### config.mk
export PLATFORM = sky130hd
export DESIGN_NAME = usb_mac_tx_flat
export DESIGN_NICKNAME = d
export VERILOG_FILES = /design/src/rtl/usb_mac_pkg.sv /design/src/rtl/usb_mac_tx_if.sv /design/src/rtl/usb_scrambler.sv /design/src/rtl/usb_mac_tx.sv /design/src/flat_wrapper.sv
export SDC_FILE = /design/constraint.sdc
export NUM_CORES = 1
export LEC_CHECK = 0
export ABC_AREA = 1
export BUFFER_PORTS_ARGS = -buffer_cell sky130_fd_sc_hd__buf_2
export CORE_ASPECT_RATIO = 0.7
export CORE_MARGIN = 1
export CORE_UTILIZATION = 40
export CTS_BUF_LIST = sky130_fd_sc_hd__clkbuf_8
export DETAILED_ROUTE_END_ITERATION = 16
export GPL_TIMING_DRIVEN = 0
export HOLD_SLACK_MARGIN = 0.02
export PLACE_DENSITY = 0.56
export SLEW_MARGIN = 40
export SYNTH_ARGS = -nofsm -noshare
export SYNTH_HDL_FRONTEND = slang
export SYNTH_SLANG_ARGS = --single-unit
### constraint.sdc
create_clock -name PHY_PCLK -period 2.3 [get_ports PHY_PCLK]
set_clock_uncertainty 0.15 [all_clocks]
set_input_delay 0.345 -clock PHY_PCLK [delete_from_list [all_inputs] [get_ports PHY_PCLK]]
set_output_delay 0.345 -clock PHY_PCLK [all_outputs]
set_load 0.005 [all_outputs]
### src/rtl/usb_mac_pkg.sv
// usb_mac_pkg: shared constants, the transmit state type and the byte-wide
// LFSR step used by both the transmit scrambler and the receive descrambler.
//
// Contents:
//   K28_5, K28_1   - COM and SKP K-symbol codes
//   LFSR_SEED      - value loaded on reset, on COM and on leaving electrical idle
//   LFSR_TAPS      - Galois feedback mask for X^16+X^5+X^4+X^3+1
//   tx_state_t     - transmit FSM states
//   lfsr_adv8()    - advances the LFSR by 8 bits and scrambles one byte
package usb_mac_pkg;

    localparam logic [7:0]  K28_5     = 8'hBC;
    localparam logic [7:0]  K28_1     = 8'h3C;
    localparam logic [15:0] LFSR_SEED = 16'hFFFF;
    localparam logic [15:0] LFSR_TAPS = 16'h0039;

    typedef enum logic [1:0] {
        ELEC   = 2'd0,
        ACTIVE = 2'd1,
        SKP1   = 2'd2,
        SKP2   = 2'd3
    } tx_state_t;

    // Returns {next_lfsr, scrambled_byte}. Bit 0 of the byte is scrambled
    // first, using lfsr[15] of the current state, then the LFSR steps once
    // per bit.
    function automatic logic [23:0] lfsr_adv8(input logic [15:0] lfsr,
                                              input logic [7:0]  data);
        logic [15:0] l;
        logic [7:0]  b;
        l = lfsr;
        b = 8'h00;
        for (int i = 0; i < 8; i++) begin
            b[i] = data[i] ^ l[15];
            l    = {l[14:0], 1'b0} ^ (l[15] ? LFSR_TAPS : 16'h0000);
        end
        return {l, b};
    endfunction

endpackage

### src/rtl/usb_mac_tx_if.sv
// usb_mac_tx_if: link-layer symbol handshake into the transmit engine.
//
// Signals:
//   LNK_DATA  - symbol byte
//   LNK_DATAK - 1 = LNK_DATA is a K symbol
//   LNK_VALID - symbol offered by the link layer
//   LNK_READY - symbol taken when VALID and READY are high at the edge
// Modports: master = link layer (symbol source), slave = transmit engine.
interface usb_mac_tx_if;
    import usb_mac_pkg::*;

    logic [7:0] LNK_DATA;
    logic       LNK_DATAK;
    logic       LNK_VALID;
    logic       LNK_READY;

    modport master (
        output LNK_DATA,
        output LNK_DATAK,
        output LNK_VALID,
        input  LNK_READY
    );

    modport slave (
        input  LNK_DATA,
        input  LNK_DATAK,
        input  LNK_VALID,
        output LNK_READY
    );

endinterface

### src/rtl/usb_scrambler.sv
// usb_scrambler: USB 3.0 data scrambler/descrambler (16-bit Galois LFSR).
// Same block serves transmit and receive, since XOR is its own inverse.
//
// Ports:
//   clk      - clock, rising edge
//   srst     - synchronous active-high reset (LFSR <- seed)
//   init_i   - reload seed (COM seen); wins over advance_i
//   advance_i- step the LFSR by 8 bits
//   en_i     - 1 = XOR data with the LFSR output, 0 = pass through
//   data_i   - byte to scramble
//   data_o   - combinational result for the current LFSR state
module usb_scrambler
    import usb_mac_pkg::*;
(
    input  logic       clk,
    input  logic       srst,
    input  logic       init_i,
    input  logic       advance_i,
    input  logic       en_i,
    input  logic [7:0] data_i,
    output logic [7:0] data_o
);

    logic [15:0] lfsr_q;
    logic [15:0] lfsr_d;
    logic [23:0] step;

    assign step = lfsr_adv8(lfsr_q, data_i);

    // The LFSR steps regardless of en_i so that toggling scrambling keeps
    // the sequence position aligned with the far end.
    assign data_o = en_i ? step[7:0] : data_i;

    always_comb begin
        lfsr_d = lfsr_q;
        if (init_i) begin
            lfsr_d = LFSR_SEED;
        end else if (advance_i) begin
            lfsr_d = step[23:8];
        end
    end

    always_ff @(posedge clk) begin
        if (srst) begin
            lfsr_q <= LFSR_SEED;
        end else begin
            lfsr_q <= lfsr_d;
        end
    end

endmodule

### src/rtl/usb_mac_tx.sv
// usb_mac_tx: PIPE transmit engine. Takes link-layer symbols, scrambles data
// bytes, fills gaps with scrambled logical idle (D0.0), inserts a SKP pair
// every SKP_INTERVAL symbols and drives electrical idle on request.
//
// Ports:
//   PHY_PCLK    - PIPE clock, rising edge
//   MAC_RST     - synchronous active-high reset
//   lnk         - symbol handshake (slave side)
//   LNK_IDLE    - request electrical idle
//   SCRAMBLE_EN - 1 = scramble data bytes
//   TX_DATA, TX_DATAK, TX_ELECIDLE - registered PHY outputs
//   SKP_SENT    - one-cycle pulse aligned with the second SKP symbol
module usb_mac_tx
    import usb_mac_pkg::*;
#(
    parameter int SKP_INTERVAL = 354
)
(
    input  logic               PHY_PCLK,
    input  logic               MAC_RST,
    usb_mac_tx_if.slave        lnk,
    input  logic               LNK_IDLE,
    input  logic               SCRAMBLE_EN,
    output logic [7:0]         TX_DATA,
    output logic               TX_DATAK,
    output logic               TX_ELECIDLE,
    output logic               SKP_SENT
);

    localparam int CNT_W = $clog2(SKP_INTERVAL + 1);
    localparam logic [CNT_W-1:0] CNT_LAST = CNT_W'(SKP_INTERVAL - 1);

    tx_state_t        state_q, state_d;
    logic [CNT_W-1:0] cnt_q, cnt_d;
    logic [7:0]       tx_data_q, tx_data_d;
    logic             tx_datak_q, tx_datak_d;
    logic             tx_elecidle_q, tx_elecidle_d;
    logic             skp_sent_q, skp_sent_d;

    logic             scr_init;
    logic             scr_adv;
    logic [7:0]       scr_in;
    logic [7:0]       scr_out;

    usb_scrambler u_scrambler (
        .clk       (PHY_PCLK),
        .srst      (MAC_RST),
        .init_i    (scr_init),
        .advance_i (scr_adv),
        .en_i      (SCRAMBLE_EN),
        .data_i    (scr_in),
        .data_o    (scr_out)
    );

    assign lnk.LNK_READY = (state_q == ACTIVE);

    always_comb begin
        state_d       = state_q;
        cnt_d         = cnt_q;
        tx_data_d     = 8'h00;
        tx_datak_d    = 1'b0;
        tx_elecidle_d = 1'b0;
        skp_sent_d    = 1'b0;
        scr_init      = 1'b0;
        scr_adv       = 1'b0;
        scr_in        = 8'h00;

        case (state_q)
            ELEC: begin
                tx_elecidle_d = 1'b1;
                if (!LNK_IDLE) begin
                    state_d  = ACTIVE;
                    cnt_d    = '0;
                    scr_init = 1'b1;
                end
            end

            ACTIVE: begin
                // A due SKP takes precedence over an idle request; the
                // request is still honoured once the pair has gone out.
                if (LNK_IDLE && !lnk.LNK_VALID && (cnt_q != CNT_LAST)) begin
                    state_d       = ELEC;
                    tx_elecidle_d = 1'b1;
                end else begin
                    cnt_d = cnt_q + CNT_W'(1);
                    if (cnt_q == CNT_LAST) begin
                        state_d = SKP1;
                    end
                    if (lnk.LNK_VALID && lnk.LNK_DATAK) begin
                        tx_data_d  = lnk.LNK_DATA;
                        tx_datak_d = 1'b1;
                        if (lnk.LNK_DATA == K28_5) begin
                            scr_init = 1'b1;
                        end else begin
                            scr_adv = 1'b1;
                        end
                    end else begin
                        // Data byte, or D0.0 logical idle when nothing offered.
                        scr_in    = lnk.LNK_VALID ? lnk.LNK_DATA : 8'h00;
                        tx_data_d = scr_out;
                        scr_adv   = 1'b1;
                    end
                end
            end

            SKP1: begin
                tx_data_d  = K28_1;
                tx_datak_d = 1'b1;
                state_d    = SKP2;
            end

            SKP2: begin
                tx_data_d  = K28_1;
                tx_datak_d = 1'b1;
                skp_sent_d = 1'b1;
                cnt_d      = '0;
                state_d    = ACTIVE;
            end

            default: begin
                state_d = ELEC;
            end
        endcase
    end

    always_ff @(posedge PHY_PCLK) begin
        if (MAC_RST) begin
            state_q       <= ELEC;
            cnt_q         <= '0;
            tx_data_q     <= 8'h00;
            tx_datak_q    <= 1'b0;
            tx_elecidle_q <= 1'b1;
            skp_sent_q    <= 1'b0;
        end else begin
            state_q       <= state_d;
            cnt_q         <= cnt_d;
            tx_data_q     <= tx_data_d;
            tx_datak_q    <= tx_datak_d;
            tx_elecidle_q <= tx_elecidle_d;
            skp_sent_q    <= skp_sent_d;
        end
    end

    assign TX_DATA     = tx_data_q;
    assign TX_DATAK    = tx_datak_q;
    assign TX_ELECIDLE = tx_elecidle_q;
    assign SKP_SENT    = skp_sent_q;

endmodule

### src/flat_wrapper.sv
// flat-port wrapper written by rule: the top's interface ports become plain ports
module usb_mac_tx_flat import usb_mac_pkg::*;
#(
    parameter int SKP_INTERVAL = 354
)
  (PHY_PCLK, MAC_RST, LNK_IDLE, SCRAMBLE_EN, TX_DATA, TX_DATAK, TX_ELECIDLE, SKP_SENT, lnk_LNK_DATA, lnk_LNK_DATAK, lnk_LNK_VALID, lnk_LNK_READY);
  usb_mac_tx_if lnk_i ();
  input  logic PHY_PCLK;
  input  logic MAC_RST;
  input  logic LNK_IDLE;
  input  logic SCRAMBLE_EN;
  output logic [7:0] TX_DATA;
  output logic TX_DATAK;
  output logic TX_ELECIDLE;
  output logic SKP_SENT;
  input wire logic [$bits(lnk_i.LNK_DATA)-1:0] lnk_LNK_DATA;
  input wire logic [$bits(lnk_i.LNK_DATAK)-1:0] lnk_LNK_DATAK;
  input wire logic [$bits(lnk_i.LNK_VALID)-1:0] lnk_LNK_VALID;
  output wire logic [$bits(lnk_i.LNK_READY)-1:0] lnk_LNK_READY;
  assign lnk_i.LNK_DATA = lnk_LNK_DATA;
  assign lnk_i.LNK_DATAK = lnk_LNK_DATAK;
  assign lnk_i.LNK_VALID = lnk_LNK_VALID;
  assign lnk_LNK_READY = lnk_i.LNK_READY;
  usb_mac_tx #(.SKP_INTERVAL(SKP_INTERVAL)) u_core (.PHY_PCLK(PHY_PCLK), .MAC_RST(MAC_RST), .lnk(lnk_i), .LNK_IDLE(LNK_IDLE), .SCRAMBLE_EN(SCRAMBLE_EN), .TX_DATA(TX_DATA), .TX_DATAK(TX_DATAK), .TX_ELECIDLE(TX_ELECIDLE), .SKP_SENT(SKP_SENT));
endmodule
# Yosys cells after proc, flatten, opt, wreduce, memory -nomap -nowiden
# Index checks and enable logic that the tools add are counted.
# totals
regBits	38
in_bits	14
output_inout_bits	12
elab_cells	81
# op_classes
n_addsub	1
n_eq_ne	9
mux	38
bitwise_logic	16
reduce_logical	10
# op_table
cell	count
$xor 16x6->16	8
$mux 8	7
$mux 6	8
$pmux 9 s3	1
$mux 9	2
$pmux 8 s2	1
$mux 1	12
$add 9x1->9 const B	1
$eq 9x9->1 const B	1
$ne 9x9->1 const B	1
$eq 8x8->1 const B	1
$pmux 2 s4	1
$xor 1x1->1	8
$mux 2	3
$pmux 1 s2	3
$eq 2x2->1 const B	2
$ne 2x2->1 const B	2
$reduce_or 2->1	2
$logic_and 1x1->1	3
$ne 3x1->1 const B	1
$reduce_and 3->1	1
$reduce_bool 3->1	1
$eq 2x1->1 const B	1
$logic_not 2->1	1
other kinds (2)	2

# Depth between registers and ports, before layout
# Gate-level depths: netlist (run 1).
# depth
depth_word	19
ltp_mapped	11
mapped_depth_nobuf	11

# By module
# From an unflattened synthesis (run 1), not the netlist that was laid out.
# hier_totals
hier_cells	394
hier_area_um2	2486.1
# by_module_without_submodules
module	instances	cells_each	area_each_um2	seq_area_each_um2
usb_mac_tx	1	203	1395.1	440.4
usb_scrambler	1	191	1091.0	320.3

# Worst setup path after synthesis (run 1)
# No wires, ideal clock.
# synth_timing
path_type	register to register
startpoint	register u_core.state_q[1]
endpoint	register u_core.cnt_q[5]
t_arrival_ns	1.427
t_required_ns	2.037
slack_ns	0.610
stages_incl_launch_ff	12
n_path_buf	2
synth_period_minus_slack_ns	1.690
cell_sequence	dfxtp_1 -> inv_1 -> ha_1 -> buf_4 -> inv_2 -> a21oi_2 -> buf_4 -> nand2_1 -> nand2_1 -> inv_1 -> nand2_1 -> nor2_1
# synth_via
elab_chain_len	3
elab_cells_between_ends	8
# synth_lines
element	line	source
start, declared	usb_mac_tx.sv:33	tx_state_t state_q, state_d;
start signal, assigned	usb_mac_tx.sv:135	state_q <= state_d;
$eq 2x1->1 (*)	--	
via lnk_LNK_READY	flat_wrapper.sv:19	output wire logic [$bits(lnk_i.LNK_READY)-1:0] lnk_LNK_READY;
$ne 2x2->1 (no line) / $reduce_bool 3->1 (equally long branches)	--	
$reduce_and 3->1 (no line)	--	
end signal, assigned	usb_mac_tx.sv:136	cnt_q <= cnt_d;
end, declared	usb_mac_tx.sv:34	logic [CNT_W-1:0] cnt_q, cnt_d;
# Mark *: on every way through the listed nets, which the timed path passes. The rest lies on a longest branch.
# A chain may end at the register's enable or synchronous reset.

# Worst setup path after layout (run 1)
# layout_timing
startpoint	register u_core.state_q[1]
endpoint	register u_core.cnt_q[7]
# layout_via
elab_chain_len	3
elab_cells_between_ends	8
# layout_lines
element	line	source
$eq 2x1->1 (tied with other cells)	usb_mac_tx.sv:68	case (state_q)
$ne 2x2->1 (no line) / $reduce_bool 3->1 (equally long branches)	--	
$reduce_and 3->1 (no line)	--	
# Parallel ways exist; a longest one is shown, timed or not.

==> results.yml, run 1 <==
grt:
  grt_util_all_layers_pct: 19.1
  grt_first_pass_wirelength_mm: 9.10
  grt_max_degree: 13
  grt_pass1_vias: 1854
  grt-ovfl-total: 0
  antenna_found_initial: 0
layout:
  area_growth_pct: 12.5
  final_common_cell: "nand2_1"
  layout.nets: 354
  final_util_pct: 48.6
  layout_common_cells: "nand2_1, dfxtp_1, nor2_1, buf_2, nand3_1"
  antenna_cells: 0
  layout-drive-gt1-share_pct: 22.5
worst_setup_path:
  cpMostUsedCell: "nand2_1"
  worstPathArrival_ns: 1.97
  reg2reg_from: "u_core.state_q[1]"
  cp-start-kind: "flip-flop"
  slowest_delay_ns: 0.33
  r2r_slack_ns: 0.37
  crit_start: "u_core.state_q[1]"
  reg2reg_depth: 11
  crit_path_top_delay_cell: "dfxtp_1"
  rr_endpoint: "u_core.cnt_q[7]"
  crit_type: "flip-flop to flip-flop"
  cp_max_fo: 10
  crit_chain: "inv_1, ha_1, buf_4, inv_2, a21oi_2, buf_4, nand2_1, nand2_1, inv_1, nand2_1, nor2_1"
  crit_path_end_kind: "flip-flop"
  crit_required_ns: 2.34
  crit_end: "u_core.cnt_q[7]"
synthesis:
  synth_cell_type_count: 35
  syn_area_sq_um: 2360
  synth-main-ff-cell: "dfxtp_1"
  synthCells: 303
  post-synth-top-area-cell: "dfxtp_1"
  yosysTopAreaCellShare_pct: 32.3
  synth_compound_area_share_pct: 3.24
  synth_area_leaders: "dfxtp_1, nand2_1, xnor2_1"
  syn_nets: 325
  synth_top_family_by_area: "simple AND/OR/NAND/NOR gates"
  muxShareOfSynthArea_pct: 0
  synthXorXnorAreaFrac_pct: 10.8
  yosys_warnings: 0
  synth-seq-cells: 38
  synth-simple-area-share_pct: 40.3
  synth_edf_count: 0
  yosysSeqAreaShare_pct: 32.3
  synth_area_per_cell_sq_um: 7.78
  synth_fa_ha_area_share_pct: 4.25
  synthArstFlopShare_pct: 0
cts:
  ctsHoldBuffers: 0
  cts_buffers: 5
  clock-root-buffer: "clkbuf_8"
  post_cts_buffers: 0
  clk_latency_ns: 0.29
  path_clk_slew_ns: 0.08
  cts_sinks: 38
  cts_max_path_buffers: 2
  cts_tree: "yes"
  cts_resized: 0
  ctsHtreeMaxLevel: 2
placement:
  port-buffer-count: 22
  hpwl_mm: 3.97
  place.gp.congestion: 0.760
  place_ws_ns: 0.363
route:
  vias: 1953
  wl_per_cell_um: 12.9
  drt_wl_total_mm: 5.22
  drtIter0Drc: 105
  ant_nets: 0
  vias_per_cell: 4.82
  firstDrtPassIters: 4
  drc: 0
sta:
  period_share_pct: 84.1
  setup_viol: 0
  setup_slack_ns: 0.365
  max_freq_ghz: 0.517
  hold_viol_final: 0
  tightest_slew_ns: 0.663
  timing.slew.headroom_pct: 55.3
  period_needed_ns: 1.93
  finalSetupTns_ns: 0
  slew_violations: 0
  rsz0062_at_grt: "false"
pwr:
  p_per_area_nw_per_um2: 909
  peakVddDrop_mv: 0.355
  power_leakage_nw: 1.21
floorplan:
  dieHeight_um: 66.2
  io_pins: 26
  rows: 22
  coreArea_sq_um: 5450
  start_util_pct: 43.2
  die_x_um: 93.7
  dieArea_sq_um: 6210
worst_hold_path:
  worstHoldPathType: "primary input to flip-flop"
job:
  drv_cap: 0
status:
  outcome: "complete, no violations"
==> where the power goes <==
part	internal (mW)	total, mW	switching, mW
combinational	0.442	1.10	0.659
sequential	0.766	0.826	0.0600
clock	0.241	0.483	0.242
==> area by class of cell <==
cell class	count	area, sq um
plain buffers	19	125
clock buffers	6	82.6
clock inverters	2	12.5
fillers	564	2800
inverters	24	90.1
multi-input cells	222	1380
flip-flops and latches	38	761
well taps	72	90.1
repair buffers	22	110
==> logic make-up (layout without fill, tap and decap cells) <==
logic type      count (synthesis)  after routing
compound gates                 14             14
simple gates                  171            171
fa+ha+maj                       8              8
buf+inv                        43             73
xor+xnor                       29             29
flops                          38             38
==> sequential cells by signal, indices dropped and copies added, names as in the netlist <==
name,flops
u_core.TX_ELECIDLE,1
u_core.u_scrambler.lfsr_q,16
u_core.SKP_SENT,1
u_core.state_q,2
u_core.TX_DATA,8
u_core.TX_DATAK,1
u_core.cnt_q,9
==> critical path, delay by kind of cell, from the launching register on <==
kind | cells | cell delay, ns
buffers and inverters | 5 | 0.76
DFF | 1 | 0.33
adders and majority gates | 1 | 0.22
and+or+nand+nor | 4 | 0.22
AOI/OAI and AO/OA | 1 | 0.17
==> per-layer routing <==
layer	vias up	share of wire, %	global-route usage (%)
met5	-	0	0
met4	0	0.71	4.04
met3	5	6.7	4.71
met2	52	37	26.7
met1	874	56	28.8
li1	1022	-	-
==> cells in the mapped netlist (3+ instances only) <==
| master | n |
|---|---|
| nor2_1 | 28 |
| a21oi_1 | 9 |
| or2_1 | 4 |
| buf_2 | 6 |
| nand2_2 | 3 |
| xor2_1 | 7 |
| ha_1 | 8 |
| buf_6 | 3 |
| nor2_4 | 4 |
| nand3_1 | 26 |
| dfxtp_1 | 38 |
| clkbuf_1 | 6 |
| nand3_2 | 11 |
| xnor2_1 | 22 |
| nand4_1 | 14 |
| inv_1 | 19 |
| nand2_1 | 66 |
| inv_2 | 5 |
==> per-stage QoR <==
stage          instances  power, mW  instance area [sq um]  hold WS [ns]
4_1_cts              405       2.43                   2650         0.216
2_1_floorplan        303       1.70                   2360         0.292
3_3_place_gp         397       1.93                   2560         0.307
6_report             405       2.41                   2650         0.223
3_5_place_dp         397       1.94                   2560         0.311
5_1_grt              405       2.61                   2650         0.228
==> worst min path at each step <==
stage,start,end,slack (ns),cells after the start
after floorplan,u_core.u_scrambler.lfsr_q[6],u_core.u_scrambler.lfsr_q[6],0.29,2
after global placement,u_core.u_scrambler.lfsr_q[7],u_core.u_scrambler.lfsr_q[7],0.31,2
after detailed placement,u_core.u_scrambler.lfsr_q[5],u_core.u_scrambler.lfsr_q[5],0.31,2
after CTS,MAC_RST,u_core.cnt_q[1],0.22,2
after global routing,MAC_RST,u_core.cnt_q[1],0.23,2
final,MAC_RST,u_core.cnt_q[1],0.22,2
No activity file was read; power rests on OpenSTA's default activity.
==> run 2: changes to the inputs <==
ABC_AREA = 0   (was 1)
PLACE_DENSITY = 0.57   (was 0.56)
clock period = 1.8 ns   (was 2.3 ns; I/O delays follow)
==> run 2 against run 1 <==
The run now ends with negative setup slack left. Via count down 9.7%. Routed wire length decreased by 4.1%. Sequential share of layout area grew 0.22 points. Combinational power down 37%. Area after synthesis fell by 13%. Clock-buffer cell count decreased by 1. Critical path depth down 5. Maximum frequency is 3.1% higher. Synthesized cell count decreased by 24%. Die area fell by 13%. Design area grew 1.0%. Highest routed layer unchanged.
==> results.yml, run 2 <==
status:
  outcome: "finished with violations"
  failed_checks: "negative setup slack"
grt:
  antenna_found_initial: 0
  grt_max_degree: 12
  grt_pass1_vias: 1523
  grt-ovfl-total: 0
  grt_util_all_layers_pct: 19.3
  grt_first_pass_wirelength_mm: 7.84
sta:
  setup_slack_ns: -0.0765
  hold_viol_final: 0
  timing.slew.headroom_pct: 58.9
  tightest_slew_ns: 0.617
  period_needed_ns: 1.88
  slew_violations: 0
  max_freq_ghz: 0.533
  period_share_pct: 104
  hold_slack_ns: 0.143
  rsz0062_at_grt: "true"
  setup_viol: 8
placement:
  port-buffer-count: 25
  hpwl_mm: 3.50
  place_inst: 325
  post_dp_cell_area_sq_um: 2360
  place.gp.congestion: 0.793
route:
  route.met3.wl_um: 211
  routed.top_layer: "met4"
  met1_length_mm: 2.80
  wl_per_cell_um: 14.7
  firstDrtPassIters: 4
  wl_met2_mm: 1.94
  vias_per_cell: 5.17
  vias: 1763
  drc: 0
  drtIter0Drc: 108
  drt_wl_total_mm: 5.00
  ant_nets: 0
cts:
  cts_max_path_buffers: 2
  ctsHtreeMaxLevel: 2
  cts_tree: "yes"
  clk_latency_ns: 0.29
  cts_buffers: 5
  cts_sinks: 38
  clock-root-buffer: "clkbuf_8"
  path_clk_slew_ns: 0.07
worst_setup_path:
  crit_chain: "inv_2, ha_4, and4b_2, a21o_1, or4b_4, o21ai_1"
  crit_type: "flip-flop to flip-flop"
  crit_path_top_delay_cell: "or4b_4"
  critPathTopFamily: "simple AND/OR/NAND/NOR gates"
  crit_buf_inv: 1
  crit_required_ns: 1.88
  cp-start-kind: "flip-flop"
  worstPathArrival_ns: 1.95
  slowest_delay_ns: 0.56
  crit_path_end_kind: "flip-flop"
  cp_max_fo: 7
floorplan:
  rows: 21
  io_pins: 26
  die_x_um: 87.6
  dieArea_sq_um: 5420
  start_util_pct: 42.2
  coreArea_sq_um: 4860
  dieHeight_um: 61.9
layout:
  final_util_pct: 55.1
  layout.nets: 294
  largest_reg_flops: 16
  layout_common_cells: "dfxtp_1, buf_2, xnor2_1, nand2_1, buf_4"
  fillCellCount: 461
  antenna_cells: 0
  regMostFlops: "u_core.u_scrambler.lfsr_q"
  stdcell_count: 341
  area_growth_pct: 30.5
  layout-drive-gt1-share_pct: 37.5
  final_area_sq_um: 2680
  final_common_cell: "dfxtp_1"
pwr:
  pwr-share-seq_pct: 42.9
  p_comb_share_pct: 31.5
  total_power_mw: 2.19
  power_leakage_nw: 0.986
  peakVddDrop_mv: 0.349
  swShare_pct: 32.6
  internal_power_mw: 1.47
  pwr-share-clk_pct: 25.5
  p_per_area_nw_per_um2: 816
  p_sw_uw: 712
synthesis:
  synthCells: 231
  yosysSeqAreaShare_pct: 37.1
  synth_area_per_cell_sq_um: 8.88
  post-synth-top-area-cell: "dfxtp_1"
  synth-seq-cells: 38
  yosys_warnings: 0
  syn_nets: 253
  synth_cell_type_count: 41
  synth_area_leaders: "dfxtp_1, xnor2_1, a2bb2oi_2"
  synthArstFlopShare_pct: 0
  synth_edf_count: 0
  syn_area_sq_um: 2050
  ys_top_cells_by_count: "dfxtp_1, xnor2_1, nand2_1"
  synth-main-ff-cell: "dfxtp_1"
  synth_most_common_cell: "dfxtp_1"
  yosysTopAreaCellShare_pct: 37.1
job:
  drv_cap: 0
worst_hold_path:
  worstHoldPathType: "primary input to flip-flop"
[run 2: cell type report]
type | count | area, sq um | share of cell area [%]
inverter | 4 | 25.0 | 0.934
multi-input combinational | 170 | 1380 | 51.5
clock buffer | 5 | 68.8 | 2.57
timing repair buffer | 40 | 254 | 9.48
buffer | 13 | 80.1 | 2.99
sequential | 38 | 774 | 28.9
clock inverter | 2 | 10.0 | 0.374
tap | 69 | 86.3 | 3.22
[run 2: layer usage]
layer	track usage [%]	up-vias
li1	-	905
met1	30.3	821
met2	26.1	30
met3	4.36	7
met4	4.92	0
met5	0	-
[run 2: power groups by stage]
stage | logic [mW] | clock network, mW | registers (mW)
2_1_floorplan | 0.462 | 0 | 0.950
3_3_place_gp | 0.594 | 0 | 0.959
3_5_place_dp | 0.594 | 0 | 0.959
4_1_cts | 0.639 | 0.573 | 0.939
5_1_grt | 0.753 | 0.607 | 0.944
6_report | 0.690 | 0.559 | 0.939
[run 2: worst paths after layout]
path | from | end | slack (ns) | cells past startpoint
worst max register to register | u_core.cnt_q[1] | u_core.TX_DATA[4] | -0.08 | 6
worst max-delay path | u_core.cnt_q[1] | u_core.TX_DATA[4] | -0.08 | 6
worst min register to register | u_core.cnt_q[8] | u_core.cnt_q[8] | 0.35 | 2
worst min-delay path | MAC_RST | u_core.TX_ELECIDLE | 0.14 | 2
[run 2: worst reg2reg max path: stages, from the launching register on]
cell and delay, ns:
dfxtp_2 0.33, inv_2 0.05, ha_4 0.11, and4b_2 0.27
a21o_1 0.21, or4b_4 0.56, o21ai_1 0.14
[run 2: cells by family after synthesis]
logic type,count (synthesis),share of synthesized area (%)
multiplexers,1,0.549
buffers and inverters,23,5.00
adder cells (fa/ha/maj),8,4.88
AND/OR/NAND/NOR,76,20.1
flip-flops,38,37.1
XOR/XNOR,27,11.5
AO/OA/AOI/OAI,58,20.9
[run 2: stage by stage]
stage / TNS (ns) / worst slack (ns)
5_1_grt: -1.41 / -0.122
4_1_cts: -0.246 / -0.0502
6_report: -0.439 / -0.0765
3_5_place_dp: -6.69 / -0.269
3_3_place_gp: -6.84 / -0.289
2_1_floorplan: -0.141 / -0.0159
[run 2: timing repair]
action | CTS | global route
pin swaps | 11 | 4
setup buffers | 8 | 7
gates resized for setup | 28 | 22
setup endpoints to repair | 34 | 32
hold buffers | 0 | 0
cloned | 0 | 0
